==> config.mk <==
export PLATFORM = sky130hd
export DESIGN_NAME = audio_stream_sched
export DESIGN_NICKNAME = d
export VERILOG_FILES = /design/src/rtl/audio_pkg.sv /design/src/rtl/sample_fifo.sv /design/src/rtl/audio_stream_sched.sv
export SDC_FILE = /design/constraint.sdc
export NUM_CORES = 1
export LEC_CHECK = 0
export BUFFER_PORTS_ARGS = -buffer_cell sky130_fd_sc_hd__buf_4
export CORE_ASPECT_RATIO = 0.75
export CORE_MARGIN = 10
export CORE_UTILIZATION = 40
export CTS_CLUSTER_DIAMETER = 150
export DETAILED_ROUTE_END_ITERATION = 10
export GPL_TIMING_DRIVEN = 1
export PLACE_DENSITY_LB_ADDON = 0.2
export SYNTH_ARGS = -nofsm -noshare
export SYNTH_HDL_FRONTEND = slang
export SYNTH_HIERARCHICAL = 1
export SYNTH_SLANG_ARGS = --single-unit
==> constraint.sdc <==
create_clock -name CLOCK_50 -period 2.8 [get_ports CLOCK_50]
set_input_delay 0.42 -clock CLOCK_50 [delete_from_list [all_inputs] [get_ports CLOCK_50]]
set_output_delay 0.42 -clock CLOCK_50 [all_outputs]
set_load 0.01 [all_outputs]
==> src/rtl/audio_pkg.sv <==
// audio_pkg: types shared by the audio stream scheduler and the processing
// datapath.
//   AUDIO_DW      default sample width per channel
//   sched_state_t scheduler FSM state (IDLE / SEND / WAIT)
//   stereo_t      one stereo sample {left, right} at the default width
package audio_pkg;

  localparam int unsigned AUDIO_DW = 24;

  typedef enum logic [1:0] {
    IDLE = 2'd0,
    SEND = 2'd1,
    WAIT = 2'd2
  } sched_state_t;

  typedef struct packed {
    logic [AUDIO_DW-1:0] left;
    logic [AUDIO_DW-1:0] right;
  } stereo_t;

endpackage

==> src/rtl/sample_fifo.sv <==
// sample_fifo: synchronous FIFO for stereo samples (2*DW bits per entry).
//   clk, rst_n       clock, asynchronous active-low reset
//   push, push_data  write one entry (ignored when full)
//   pop              drop the head entry (ignored when empty)
//   head             current head entry, read combinationally from storage
//   count            number of stored entries (0..DEPTH)
//   full, empty      status flags
module sample_fifo #(
  parameter int unsigned DW    = 24,
  parameter int unsigned DEPTH = 4
) (
  input  logic                       clk,
  input  logic                       rst_n,
  input  logic                       push,
  input  logic [2*DW-1:0]            push_data,
  input  logic                       pop,
  output logic [2*DW-1:0]            head,
  output logic [$clog2(DEPTH):0]     count,
  output logic                       full,
  output logic                       empty
);

  localparam int unsigned AW = $clog2(DEPTH);
  localparam int unsigned CW = AW + 1;

  logic [2*DW-1:0] mem [DEPTH];
  logic [AW-1:0]   wr_ptr;
  logic [AW-1:0]   rd_ptr;
  logic            do_push;
  logic            do_pop;

  assign full    = (count == CW'(DEPTH));
  assign empty   = (count == '0);
  assign do_push = push & ~full;
  assign do_pop  = pop & ~empty;
  assign head    = mem[rd_ptr];

  // DEPTH is a power of two, so the pointers wrap by natural overflow.
  always_ff @(posedge clk or negedge rst_n) begin
    if (!rst_n) begin
      wr_ptr <= '0;
      rd_ptr <= '0;
      count  <= '0;
      for (int unsigned i = 0; i < DEPTH; i++) mem[i] <= '0;
    end else begin
      if (do_push) begin
        mem[wr_ptr] <= push_data;
        wr_ptr      <= wr_ptr + 1'b1;
      end
      if (do_pop) rd_ptr <= rd_ptr + 1'b1;
      case ({do_push, do_pop})
        2'b10:   count <= count + 1'b1;
        2'b01:   count <= count - 1'b1;
        default: count <= count;
      endcase
    end
  end

endmodule

==> src/rtl/audio_stream_sched.sv <==
// audio_stream_sched: moves stereo samples codec -> datapath -> output FIFO
// -> codec, with at most one sample in flight through the datapath.
//   CLOCK_50, reset         clock, asynchronous active-low reset
//   enable                  start new samples (0 finishes the one in flight)
//   read_ready/read         codec input handshake, readdata_* input sample
//   write_ready/write       codec output handshake, writedata_* = FIFO head
//   proc_valid/proc_ready   sample offer to datapath on proc_*
//   res_valid/res_ready     result from datapath on res_*
//   busy                    a sample is in flight
//   underrun_cnt            saturating count of starved write slots
module audio_stream_sched
  import audio_pkg::*;
#(
  parameter int unsigned DW         = 24,
  parameter int unsigned FIFO_DEPTH = 4,
  parameter int unsigned CNT_W      = 16
) (
  input  logic             CLOCK_50,
  input  logic             reset,
  input  logic             enable,
  input  logic             read_ready,
  output logic             read,
  input  logic [DW-1:0]    readdata_left,
  input  logic [DW-1:0]    readdata_right,
  input  logic             write_ready,
  output logic             write,
  output logic [DW-1:0]    writedata_left,
  output logic [DW-1:0]    writedata_right,
  output logic             proc_valid,
  input  logic             proc_ready,
  output logic [DW-1:0]    proc_left,
  output logic [DW-1:0]    proc_right,
  input  logic             res_valid,
  output logic             res_ready,
  input  logic [DW-1:0]    res_left,
  input  logic [DW-1:0]    res_right,
  output logic             busy,
  output logic [CNT_W-1:0] underrun_cnt
);

  sched_state_t                  state;
  logic                          fifo_push;
  logic                          fifo_full;
  logic                          fifo_empty;
  logic [2*DW-1:0]               fifo_head;
  logic [$clog2(FIFO_DEPTH):0]   fifo_count;

  // read is combinational from IDLE, and IDLE is also the reset state, so it
  // is qualified with reset to keep the pulse off while reset is held.
  assign read       = reset & (state == IDLE) & enable & read_ready & ~fifo_full;
  assign proc_valid = (state == SEND);
  assign res_ready  = (state == WAIT);
  assign busy       = (state != IDLE);
  assign fifo_push  = res_valid & res_ready;
  assign write      = write_ready & ~fifo_empty;

  assign writedata_left  = fifo_head[2*DW-1:DW];
  assign writedata_right = fifo_head[DW-1:0];

  sample_fifo #(
    .DW    (DW),
    .DEPTH (FIFO_DEPTH)
  ) u_fifo (
    .clk       (CLOCK_50),
    .rst_n     (reset),
    .push      (fifo_push),
    .push_data ({res_left, res_right}),
    .pop       (write),
    .head      (fifo_head),
    .count     (fifo_count),
    .full      (fifo_full),
    .empty     (fifo_empty)
  );

  always_ff @(posedge CLOCK_50 or negedge reset) begin
    if (!reset) begin
      state      <= IDLE;
      proc_left  <= '0;
      proc_right <= '0;
    end else begin
      case (state)
        IDLE: if (read) begin
          state      <= SEND;
          proc_left  <= readdata_left;
          proc_right <= readdata_right;
        end
        SEND:    if (proc_ready) state <= WAIT;
        WAIT:    if (res_valid)  state <= IDLE;
        default: state <= IDLE;
      endcase
    end
  end

  always_ff @(posedge CLOCK_50 or negedge reset) begin
    if (!reset) begin
      underrun_cnt <= '0;
    end else if (enable && write_ready && fifo_empty && (underrun_cnt != '1)) begin
      underrun_cnt <= underrun_cnt + 1'b1;
    end
  end

endmodule

; Word level (Yosys, flattened, before mapping)
; Index checks and enable logic that the tools add are counted.
; W data, S select, Z words.
[word_totals]
ff_bits = 265
output_inout_bits = 117
elab_cells = 61
[op_classes]
addsub = 5
n_lt_le_gt_ge = 3
n_eq_ne = 9
mux = 11
bitwise_logic = 12
reduce_logical = 10
[op_table]
columns = cell, n
row1 = $bwmux W192, 1
row2 = $mux W48, 3
row3 = $bmux W48 S2, 1
row4 = $demux W48 S2, 1
row5 = $add A16 B1 Y16 const B, 1
row6 = $ne A16 B16 Y1 const B, 1
row7 = $and A1 B1 Y1, 8
row8 = $ge A3 B3 Y1 const B, 2
row9 = $mux W2, 3
row10 = $not A2 Y3, 2
row11 = $pmux W2 S3, 1
row12 = $pmux W3 S2, 1
row13 = $add A2 B1 Y2 const B, 2
row14 = $eq A2 B1 Y1 const B, 2
row15 = $eq A2 B2 Y1 const B, 2
row16 = $logic_and A1 B1 Y1, 4
row17 = $ne A2 B2 Y1 const B, 2
row18 = $reduce_bool A2 Y1, 2
row19 = $add A3 B1 Y3 const B, 1
row20 = $eq A3 B3 Y1 const B, 1
row21 = $logic_not A3 Y1, 1
row22 = $lt A3 B1 Y1 const B, 1
row23 = $reduce_and A3 Y1, 1
row24 = $sub A3 B1 Y3 const B, 1
row25 = other kinds (4), 5

; Depth between registers and ports, before layout
; Gate-level depths: netlist of the first run.
[depth]
word_depth = 7
ltp_mapped = 9
depth_no_buf = 9

; Hierarchy
; Netlist of the first run, hierarchy kept.
[modules_own_cells]
columns = mod, instances, cells_per_inst, area_per_inst_um2, seq_area_each_um2
row1 = sample_fifo, 1, 503, 8683.3, 4979.8
row2 = audio_stream_sched, 1, 188, 2685.1, 1651.6

; Least setup slack after synthesis of the first run
; Ideal clock, no wire load.
[synth_timing]
path_kind = register to register
startpoint = register u_fifo.count[0]
endpoint = register u_fifo.count[2]
setup_time_ns = 0.079
t_arrival_ns = 1.944
setup_slack_ns = 0.776
stages_incl_launch_ff = 10
n_path_buf = 0
synth_period_minus_slack_ns = 2.024
path_cell_list = dfrtp_1 -> nor3_1 -> nor2b_1 -> o31a_1 -> ha_1 -> inv_1 -> fa_1 -> xor2_1 -> nor2_1 -> xor2_1
[synth_via]
elab_chain_len = 6
[synth_lines]
columns = item, line_no
row1 = start: declaration, sample_fifo.sv:18  ; output logic [$clog2(DEPTH):0] count,
row2 = start signal: assignment, sample_fifo.sv:52  ; 2'b10: count <= count + 1'b1;
row3 = start signal: assignment, sample_fifo.sv:53  ; 2'b01: count <= count - 1'b1;
row4 = start signal: assignment, sample_fifo.sv:54  ; default: count <= count;
row5 = $logic_not A3 Y1 (*), sample_fifo.sv:33  ; assign empty = (count == '0);
row6 = named net fifo_empty, audio_stream_sched.sv:44  ; logic fifo_empty;
row7 = $not A1 Y1 (*), audio_stream_sched.sv:55  ; assign write = write_ready & ~fifo_empty;
row8 = $and A1 B1 Y1 (*), audio_stream_sched.sv:55
row9 = named net write, audio_stream_sched.sv:26  ; output logic write,
row10 = $and A1 B1 Y1 (*), sample_fifo.sv:35  ; assign do_pop = pop & ~empty;
row11 = named net u_fifo.do_pop, sample_fifo.sv:30  ; logic do_pop;
row12 = $eq A2 B1 Y1 or $eq A2 B2 Y1 (tied branches), sample_fifo.sv:51  ; case ({do_push, do_pop})
row13 = $pmux W3 S2 or $reduce_bool A2 Y1 (tied branches), --
; The timed path passes the listed nets; every way through them passes the cells marked *.
; A chain may end at the register's enable or synchronous reset.

; Worst setup path in the final report of the first run
[layout_timing]
startpoint = register u_fifo.rd_ptr[0]
endpoint = output port writedata_right[13]
[layout_via]
elab_chain_len = 4
[layout_lines]
columns = item, line_no
row1 = start: declaration, sample_fifo.sv:28  ; logic [AW-1:0] rd_ptr;
row2 = start signal: assignment, sample_fifo.sv:50  ; if (do_pop) rd_ptr <= rd_ptr + 1'b1;
row3 = $not A2 Y3 (implied by the code), sample_fifo.sv:36  ; assign head = mem[rd_ptr];
row4 = $bmux W48 S2, sample_fifo.sv:36
row5 = $mux W48 (implied by the code) (2 in series), sample_fifo.sv:36
row6 = end: declaration, audio_stream_sched.sv:28  ; output logic [DW-1:0] writedata_right,
; Every way passes these cells. The select of a mux whose other input is x is not followed.

==> metrics.yaml, run 1 <==
cts_root_buffer: "clkbuf_16"
startpoint_type: "register"
drt_iter0_drc: 280
ctsResizeCount: 0
core_um2: 27980
final_common_cell: "dfrtp_1"
swShare: 0.2906
leakage_uw: 0.006894
synthFlopType: "dfrtp_1"
finalWirelength_mm: 26.74
p_comb_frac: 0.361
viasPerCell: 4.979
die_y_um: 166
die_w_um: 214.7
hold_viol_final: 0
drc: 0
grt_pass1_wl_mm: 43.04
avgSynthCellArea_um2: 16.45
grt_overflow_total: 0
tightest_slew_ps: 785.9
clk_pin_slew_ps: 60
nets: 1031
setup_viol: 0
insertedDiodeCount: 0
ioPinCount: 220
dr_total_vias: 6602
synth-edff-count: 0
crit_type: "register to output pin"
seqCellArea_um2: 6636
final_layout_size_suffix_gt1_frac: 0.6142
globalplace.congestion: 0.7467
grt_setup_unrepaired: "false"
syn_area_um2: 11370
clkPwrFrac: 0.240
p_switching_uw: 4712
dieArea_um2: 35630
synth-seq-area-share: 0.5833
hold_class: "input port to register"
worstPathCellList: "buf_12 > mux4_2 > buf_4"
synth_cells: 691
period_share: 0.9273
required_ps: 2380
worstPathArrival_ps: 2180
slew_headroom: 0.4760
syn_to_final_growth_pct: 27.34
period_needed_ps: 2596
ys_ff_latch: 265
start_util: 0.4062
numCtsBuffers: 27
synth.distinct_cells: 35
fin_skew_ps: 12.35
critPathMaxFanout: 17
cts_tree: "built"
power.density_nw_per_um2: 1120
multi_input_area_um2: 4487
fmax_ghz: 0.3851
slowest_delay_ps: 670
cellInternalPower_uw: 11500
vdd_drop_max_mv: 0.5240
cts.path.max_buffers: 3
grtUsageTotal: 0.1485
design_area_um2: 14480
cts_max_level: 1
async_flop_share: 1.000
seq_power_share: 0.399
dpl-instance-area_um2: 13480
yosysTopAreaCellShare: 0.5833
slowest_stage: "dfrtp_4"
dpl.hpwl_mm: 17.82
layout_common_cells: "dfrtp_1 (263), mux2_2 (238), buf_4 (230), mux4_2 (48), clkbuf_16 (27)"
cap_violations: 0
dr.pass1.iters: 4
ant_nets: 0
grt_antenna_before_repair: 0
cp_top_family: "flip-flops"
grt_max_degree: 140
ys_top_cells_by_area: "dfrtp_1 (58%), mux2_2 (24%), mux4_2 (9.5%)"
synth.largest_area_cell: "dfrtp_1"
grt_pass1_vias: 7256
syn-num-nets: 801
rows: 53
portBuffers: 219
routedWlPerCell_um: 20.17
nFillCells: 2383
cp-end-kind: "output pin"
clock_latency_ps: 530
cts_sinks: 265
fin_setup_tns_ps: 0
slew_viol_final: 0
synth_warnings: 6
critPathBufInv: 2
status: "finished clean"
logic make-up (layout without fill, tap and decap cells):
logic type	after synthesis	after routing	synth area share
xor+xnor	19	19	0.01464
simple gates	57	57	0.02619
compound gates	6	6	0.005504
buf+inv	45	295	0.02531
flops	265	265	0.5833
fa+ha+maj	7	7	0.008364
mux	292	292	0.3367
per-stage QoR:
stage / total power, uW / utilization / std cells / setup slack (ps) / hold slack, ps
final: 16210 / 0.5173 / 1326 / 203.6 / 104.6
after global routing: 17240 / 0.5173 / 1326 / 93.15 / 75.70
after CTS: 16510 / 0.5173 / 1326 / 150.8 / 73.93
after detailed placement: 12470 / 0.4816 / 1275 / 445.0 / 237.3
after global placement: 12360 / 0.4816 / 1275 / 525.4 / 236.6
after floorplan: 9819 / - / 691 / 776.4 / 124.4
Yosys cell counts (all sizes together) (2+ instances only):
master  number
mux2       243
xnor2        4
inv          8
mux4        48
ha           6
nor3         5
xor2        15
and2         2
nor2        14
dfrtp      265
nand4        4
and3         4
nor2b        3
nor4         2
nand3        3
clkbuf       3
nand2       15
buf         34
o21ai        2
cell type report:
type                    instances  area share
flip-flops and latches        265      0.4584
multi-input cells             381      0.3099
repair buffers                238      0.1298
clock buffers                  35     0.05082
well taps                     385     0.03328
clock inverters                14     0.01564
inverters                       8    0.002074
power by group through the flow:
stage                     Combinational (uW)  Sequential, uW  Clock (uW)
after floorplan                         3430            6390           0
after global placement                  5790            6570           0
after detailed placement                5900            6570           0
after CTS                               6010            6490        4010
after global routing                    6340            6710        4190
final                                   5860            6470        3890
repair_timing:
item / in CTS / in global routing
setup endpoints to repair: 2 / 0
setup buffers: 1 / 0
hold buffers: 1 / 0
hold endpoints to repair: 9 / 0
final timing paths:
check	startpoint	end	slack [ps]	depth (start not counted)
worst min-delay path	readdata_right[20]	proc_right[20]	100	2
worst max-delay path	u_fifo/rd_ptr[0]	writedata_right[13]	200	3
worst min register to register	proc_right[20]	proc_right[20]	500	1
max in group asynchronous	reset	u_fifo/mem[94]	1550	3
worst max register to register	u_fifo/count[1]	u_fifo/count[2]	450	8
min in group asynchronous	reset	u_fifo/mem[71]	280	2
worst register-to-register path, stage by stage, from the launching register on:
cell,delay [ps]
dfrtp_1,440
nor3b_4,530
nand2b_1,260
ha_1,200
inv_1,60
fa_1,370
xor2_1,150
nor2_1,110
xor2_1,150
metal layers:
layer	track usage	wire length (um)	vias up
li1	-	-	3003
met2	0.2348	12660	127
met3	0.03440	1255	31
met4	0.02768	426	0
met1	0.2058	12410	3441
met5	0	0	-
state kept, by name, summed over array words and instances (netlist names):
signal	cells
u_fifo/mem	192
proc_left	24
u_fifo/count	3
state	2
underrun_cnt	16
u_fifo/rd_ptr	2
proc_right	24
u_fifo/wr_ptr	2
Power figures use the tool's default switching activity.
==> run 2, diff against run 1 <==
--- a/config.mk
+++ b/config.mk
@@ -5,6 +5,7 @@
 export SDC_FILE = /design/constraint.sdc
 export NUM_CORES = 1
 export LEC_CHECK = 0
+export ABC_AREA = 1
 export BUFFER_PORTS_ARGS = -buffer_cell sky130_fd_sc_hd__buf_4
 export CORE_ASPECT_RATIO = 0.75
 export CORE_MARGIN = 10
==> metrics.yaml, run 2 <==
leakage_uw: 0.008127
fin_util: 0.4984
synth_cells: 1595
dr_total_vias: 11550
critPathBufInv: 4
cts_sinks: 265
synth_top_family_by_area: "simple AND/OR/NAND/NOR gates"
cp-end-kind: "output pin"
required_ps: 2380
synth_compound_area_frac: 0.06091
r2r-start: "u_fifo/count[2]"
synth_warnings: 6
final_layout_size_suffix_gt1_frac: 0.1848
cts_root_buffer: "clkbuf_16"
fin_skew_ps: 14.76
critPathMaxFanout: 26
rr_endpoint: "u_fifo/count[2]"
ys_top_cells_by_count: "nand2_1 (616), dfrtp_1 (265), nand4_1 (200), nor2_1 (165), o21ai_0 (144)"
drt_iter0_drc: 1045
synth-seq-area-share: 0.5190
ctsHoldBuffers: 1
synth_simple_gate_area_share: 0.3394
ant_nets: 0
numCtsBuffers: 29
cts_max_level: 1
ff2ff_path_depth: 13
ctsResizeCount: 0
syn_area_um2: 12780
portBuffers: 219
vdd_drop_max_mv: 0.5861
synthFlopType: "dfrtp_1"
ys_top_cells_by_area: "dfrtp_1 (52%), nand2_1 (18%), nand4_1 (9.8%)"
final_common_cell: "nand2_1"
period_share: 0.9384
slowest_delay_ps: 400
grt_pass1_wl_mm: 65.27
grt_max_degree: 139
grt_pass1_vias: 11220
globalRouteMet3Util: 0.05939
grt_util_met1: 0.2876
hold_depth: 2
worstPathArrival_ps: 2210
dieArea_um2: 39570
synthMuxAreaShare: 0
clock_latency_ps: 570
rows: 56
hold_path_end: "state[0]"
synth_adder_area_share: 0.007442
slew_headroom: 0.4441
syn_to_final_growth_pct: 22.45
grtUsageMet2: 0.3013
setup_viol: 0
status: "finished clean"
tightest_slew_ps: 833.9
slowest_stage: "dfrtp_1"
r2r_setup_slack_ps: 560
drc: 0
largest_reg_flops: 192
startpoint_type: "register"
dpl.hpwl_mm: 25.64
grt_setup_unrepaired: "false"
start_util: 0.4070
post_cts_buffers: 0
die_y_um: 174.8
cts_tree: "built"
hold_viol_final: 0
synth.distinct_cells: 27
synthXorXnorAreaFrac: 0.005484
grtUsageTotal: 0.2025
die_w_um: 226.4
globalplace.congestion: 0.8049
cts.path.max_buffers: 3
cap_violations: 0
crit_type: "register to output pin"
worstPathCellList: "inv_2 > buf_12 > buf_4 > o21ai_0 > o21ai_0 > buf_4"
grt_overflow_total: 0
core_um2: 31390
viasPerCell: 5.282
clk_pin_slew_ps: 70
finalWirelength_mm: 41.09
grt_antenna_before_repair: 3
slew_viol_final: 0
grt.busiest_layer: "met2"
hold_class: "input port to register"
synth.largest_area_cell: "dfrtp_1"
fmax_ghz: 0.3806
top_register: "u_fifo/mem"
power.density_nw_per_um2: 1132
avgSynthCellArea_um2: 8.011
min-delay-start: "proc_ready"
yosysTopAreaCellShare: 0.5190
top_regs: "u_fifo/mem: 192 flops, proc_left: 24 flops, proc_right: 24 flops"
power.total_uw: 17710
ioPinCount: 220
dr.pass1.iters: 5
async_flop_share: 1.000
syn-num-nets: 1705
cp_top_family: "buffers and inverters"
synth-edff-count: 0
period_needed_ps: 2627
layout_common_cells: "nand2_1 (616), dfrtp_1 (264), buf_4 (249), nand4_1 (200), nor2_1 (165)"
worst_slack_ps: 172.6
post-place-ws_ps: 600.0
yosysMostFrequentCell: "nand2_1"
nets: 1868
routedWlPerCell_um: 18.79
fin_setup_tns_ps: 0
ys_ff_latch: 265
-- run 2: metal layers --
metal / part of all wire / vias to the layer above
met5: 0.00071 / -
met4: 0.015 / 4
met3: 0.081 / 48
met2: 0.44 / 366
met1: 0.46 / 5532
li1: - / 5601
-- run 2: cell families after synthesis --
family,after synthesis
AOI/OAI and AO/OA,152
adders and majority gates,7
buffers and inverters,158
DFF,265
xor gates and xnor gates,8
and+or+nand+nor,1005
-- run 2: area by class of cell --
class | instances | area [um2]
clock buffers | 38 | 819.5
repair buffers | 259 | 2054
fillers | 3067 | 15740
clock inverters | 15 | 196.4
well taps | 406 | 508.0
inverters | 31 | 116.4
multi-input cells | 1172 | 5314
diodes | 1 | 2.502
flip-flops and latches | 265 | 6635
-- run 2: worst max path at each step --
stage | end | startpoint | cells past startpoint
after floorplan | u_fifo/count[2] | u_fifo/count[0] | 13
after global placement | u_fifo/count[2] | u_fifo/count[2] | 13
after detailed placement | u_fifo/count[2] | u_fifo/count[2] | 13
after CTS | writedata_right[18] | u_fifo/rd_ptr[0] | 5
after global routing | writedata_right[11] | u_fifo/rd_ptr[0] | 5
final | writedata_left[13] | u_fifo/rd_ptr[1] | 6
-- run 2: per-stage QoR --
| stage | hold WS [ps] | instances | instance area (um2) |
|---|---|---|---|
| finish | 39.54 | 2187 | 15650 |
| global route | 24.40 | 2186 | 15640 |
| CTS | 3.856 | 2186 | 15640 |
| detailed placement | 260.6 | 2132 | 14620 |
| global placement | 262.3 | 2132 | 14620 |
| floorplan | 124.4 | 1595 | 12780 |
-- run 2: report_power, final --
part / switching [uW] / internal, uW
Sequential: 871 / 5340
Combinational: 4590 / 2840
Clock: 1630 / 2430
-- run 2: worst reg2reg max path: stages, from the launching register on --
cell and delay (ps):
dfrtp_1 460, inv_1 90, nand2_1 130, inv_1 80, nor2_1 240, nand2_1 150, inv_1 80, ha_1 160
inv_1 70, fa_1 380, nand2_1 110, nand3_1 80, nand2_1 60, nand2_1 50
==> run 3, diff against run 2 <==
--- a/config.mk
+++ b/config.mk
@@ -7,13 +7,14 @@
 export LEC_CHECK = 0
 export ABC_AREA = 1
 export BUFFER_PORTS_ARGS = -buffer_cell sky130_fd_sc_hd__buf_4
+export CAP_MARGIN = 20
 export CORE_ASPECT_RATIO = 0.75
 export CORE_MARGIN = 10
 export CORE_UTILIZATION = 40
 export CTS_CLUSTER_DIAMETER = 150
 export DETAILED_ROUTE_END_ITERATION = 10
 export GPL_TIMING_DRIVEN = 1
-export PLACE_DENSITY_LB_ADDON = 0.2
+export PLACE_DENSITY = 0.64
 export SYNTH_ARGS = -nofsm -noshare
 export SYNTH_HDL_FRONTEND = slang
 export SYNTH_HIERARCHICAL = 1
==> constraint.sdc (replaced) <==
create_clock -name CLOCK_50 -period 2.8 [get_ports CLOCK_50]
set_input_delay 0 -clock CLOCK_50 [delete_from_list [all_inputs] [get_ports CLOCK_50]]
set_output_delay 0 -clock CLOCK_50 [all_outputs]
set_load 0.01 [all_outputs]
==> metrics.yaml, run 3 (synthesis gave the netlist of run 2 again) <==
core_um2: 31390
nFillCells: 2935
leakage_uw: 0.008464
r2r-start: "u_fifo/count[2]"
layout_common_cells: "nand2_1 (616), dfrtp_1 (264), buf_4 (241), nand4_1 (200), nor2_1 (165)"
cts_tree: "built"
design_area_um2: 16480
dpl-instance-area_um2: 14520
dpl.hpwl_mm: 25.29
globalplace.congestion: 0.8080
period_share: 0.9033
cellInternalPower_uw: 10430
setup_viol: 0
die_w_um: 226.4
clkPwrFrac: 0.213
clock_latency_ps: 540
tightest_slew_ps: 975.8
period_needed_ps: 2529
grt_antenna_before_repair: 5
critPathBufInv: 3
startpoint_type: "register"
r2r_setup_slack_ps: 410
post-place-ws_ps: 390.2
rr_endpoint: "u_fifo/count[2]"
cts_root_buffer: "clkbuf_16"
viasPerCell: 5.293
cp_top_family: "buffers and inverters"
dr_total_vias: 12060
numCtsBuffers: 28
status: "finished clean"
rows: 56
portBuffers: 219
dr.pass1.iters: 5
power.density_nw_per_um2: 1061
slowest_delay_ps: 660
multi_input_area_um2: 5314
slew_headroom: 0.3494
crit_end: "writedata_left[23]"
fin_skew_ps: 10.34
crit_type: "register to output pin"
die_y_um: 174.8
routedWlPerCell_um: 18.57
required_ps: 2800
ff2ff_path_depth: 13
fmax_ghz: 0.3954
grtUsageTotal: 0.2119
cp_num_cells: 5
critPathMaxFanout: 34
ioPinCount: 220
top_layer: "met4"
finalWirelength_mm: 42.31
grt_setup_unrepaired: "false"
hold_class: "input port to asynchronous set/reset pin"
slew_viol_final: 0
drc: 0
cts_sinks: 265
nets: 1958
cts_max_level: 1
start_util: 0.4070
final_layout_size_suffix_gt1_frac: 0.1666
seqCellArea_um2: 6635
slowest_stage: "dfrtp_4"
grt_pass1_wl_mm: 68.90
p_switching_uw: 7063
wl_met1_mm: 19.30
syn_to_final_growth_pct: 29.01
vdd_drop_max_mv: 0.6821
route.met2.wl_mm: 19.40
crit_start: "u_fifo/rd_ptr[0]"
worstPathArrival_ps: 2530
final_common_cell: "nand2_1"
cap_violations: 0
worstPathCellList: "inv_2 > buf_4 > o21ai_0 > o21ai_0 > buf_4"
worst_slack_ps: 270.7
fin_setup_tns_ps: 0
dr_wl_met3_mm: 2.931
cts.path.max_buffers: 3
dieArea_um2: 39570
power.total_uw: 17490
seq_power_share: 0.360
clk_pin_slew_ps: 70
grt_overflow_total: 0
top_register: "u_fifo/mem"
grt_max_degree: 133
post_cts_buffers: 0
drt_iter0_drc: 1153
hold_viol_final: 0
top_regs: "u_fifo/mem: 192 flops, proc_left: 24 flops, proc_right: 24 flops"
largest_reg_flops: 192
grt_pass1_vias: 12060
cp-end-kind: "output pin"
p_comb_frac: 0.426
swShare: 0.4039
ant_nets: 0
-- run 3: cell types whose count changed in the layout (fill, tap and decap cells not counted), sizes merged --
cell	previous run	this run
diode	1	5
dlygate4sd3	1	101
clkinvlp	4	0
buf	258	249
clkinv	7	3
clkbuf	38	46
bufinv	4	1
inv	31	30
-- run 3: per-layer routing --
layer | track usage | up-vias
met5 | 0 | -
met4 | 0.04073 | 0
met3 | 0.04701 | 43
met2 | 0.3259 | 392
met1 | 0.3005 | 5845
li1 | - | 5778
-- run 3: power groups by stage --
stage | Combinational (uW) | Sequential, uW | Clock (uW)
final | 7460 | 6300 | 3730
after global placement | 7260 | 6280 | 0
after floorplan | 4130 | 6230 | 0
after detailed placement | 7380 | 6300 | 0
after global routing | 8330 | 6500 | 3980
after CTS | 7520 | 6280 | 3830
-- run 3: how the worst min path moves through the flow --
stage | from | to | slack (ps) | cells past startpoint
after floorplan | reset | proc_left[0] | -300 | 0
after global placement | reset | u_fifo/mem[145] | -110 | 1
after detailed placement | reset | u_fifo/mem[145] | -110 | 1
after CTS | reset | u_fifo/mem[151] | 50 | 3
after global routing | reset | u_fifo/mem[151] | 60 | 3
final | reset | u_fifo/mem[93] | 50 | 3
-- run 3: worst min-delay path: stages --
cell and delay, ps:
dlygate4sd3_1 570, buf_8 150, buf_12 220
-- run 3: metrics by stage --
step | utilization | hold WS [ps] | cells
floorplan | - | -295.6 | 1595
global placement | 0.4625 | -109.5 | 2122
detailed placement | 0.4625 | -110.8 | 2122
CTS | 0.5246 | 45.01 | 2273
global route | 0.5250 | 57.20 | 2277
finish | 0.5251 | 46.12 | 2278
-- run 3: area by class of cell --
type / instances / share of cell area
inverter: 31 / 0.007211
clock buffer: 46 / 0.05336
antenna: 5 / 0.0007591
clock inverter: 3 / 0.002429
timing repair buffer: 350 / 0.1805
multi-input combinational: 1172 / 0.3224
tap: 406 / 0.03082
sequential: 265 / 0.4025
-- run 3: repair_timing --
action                     CTS  global route
gates resized for setup      0             2
setup endpoints to repair    0             1
hold buffers               102             0
hold endpoints to repair   369             0
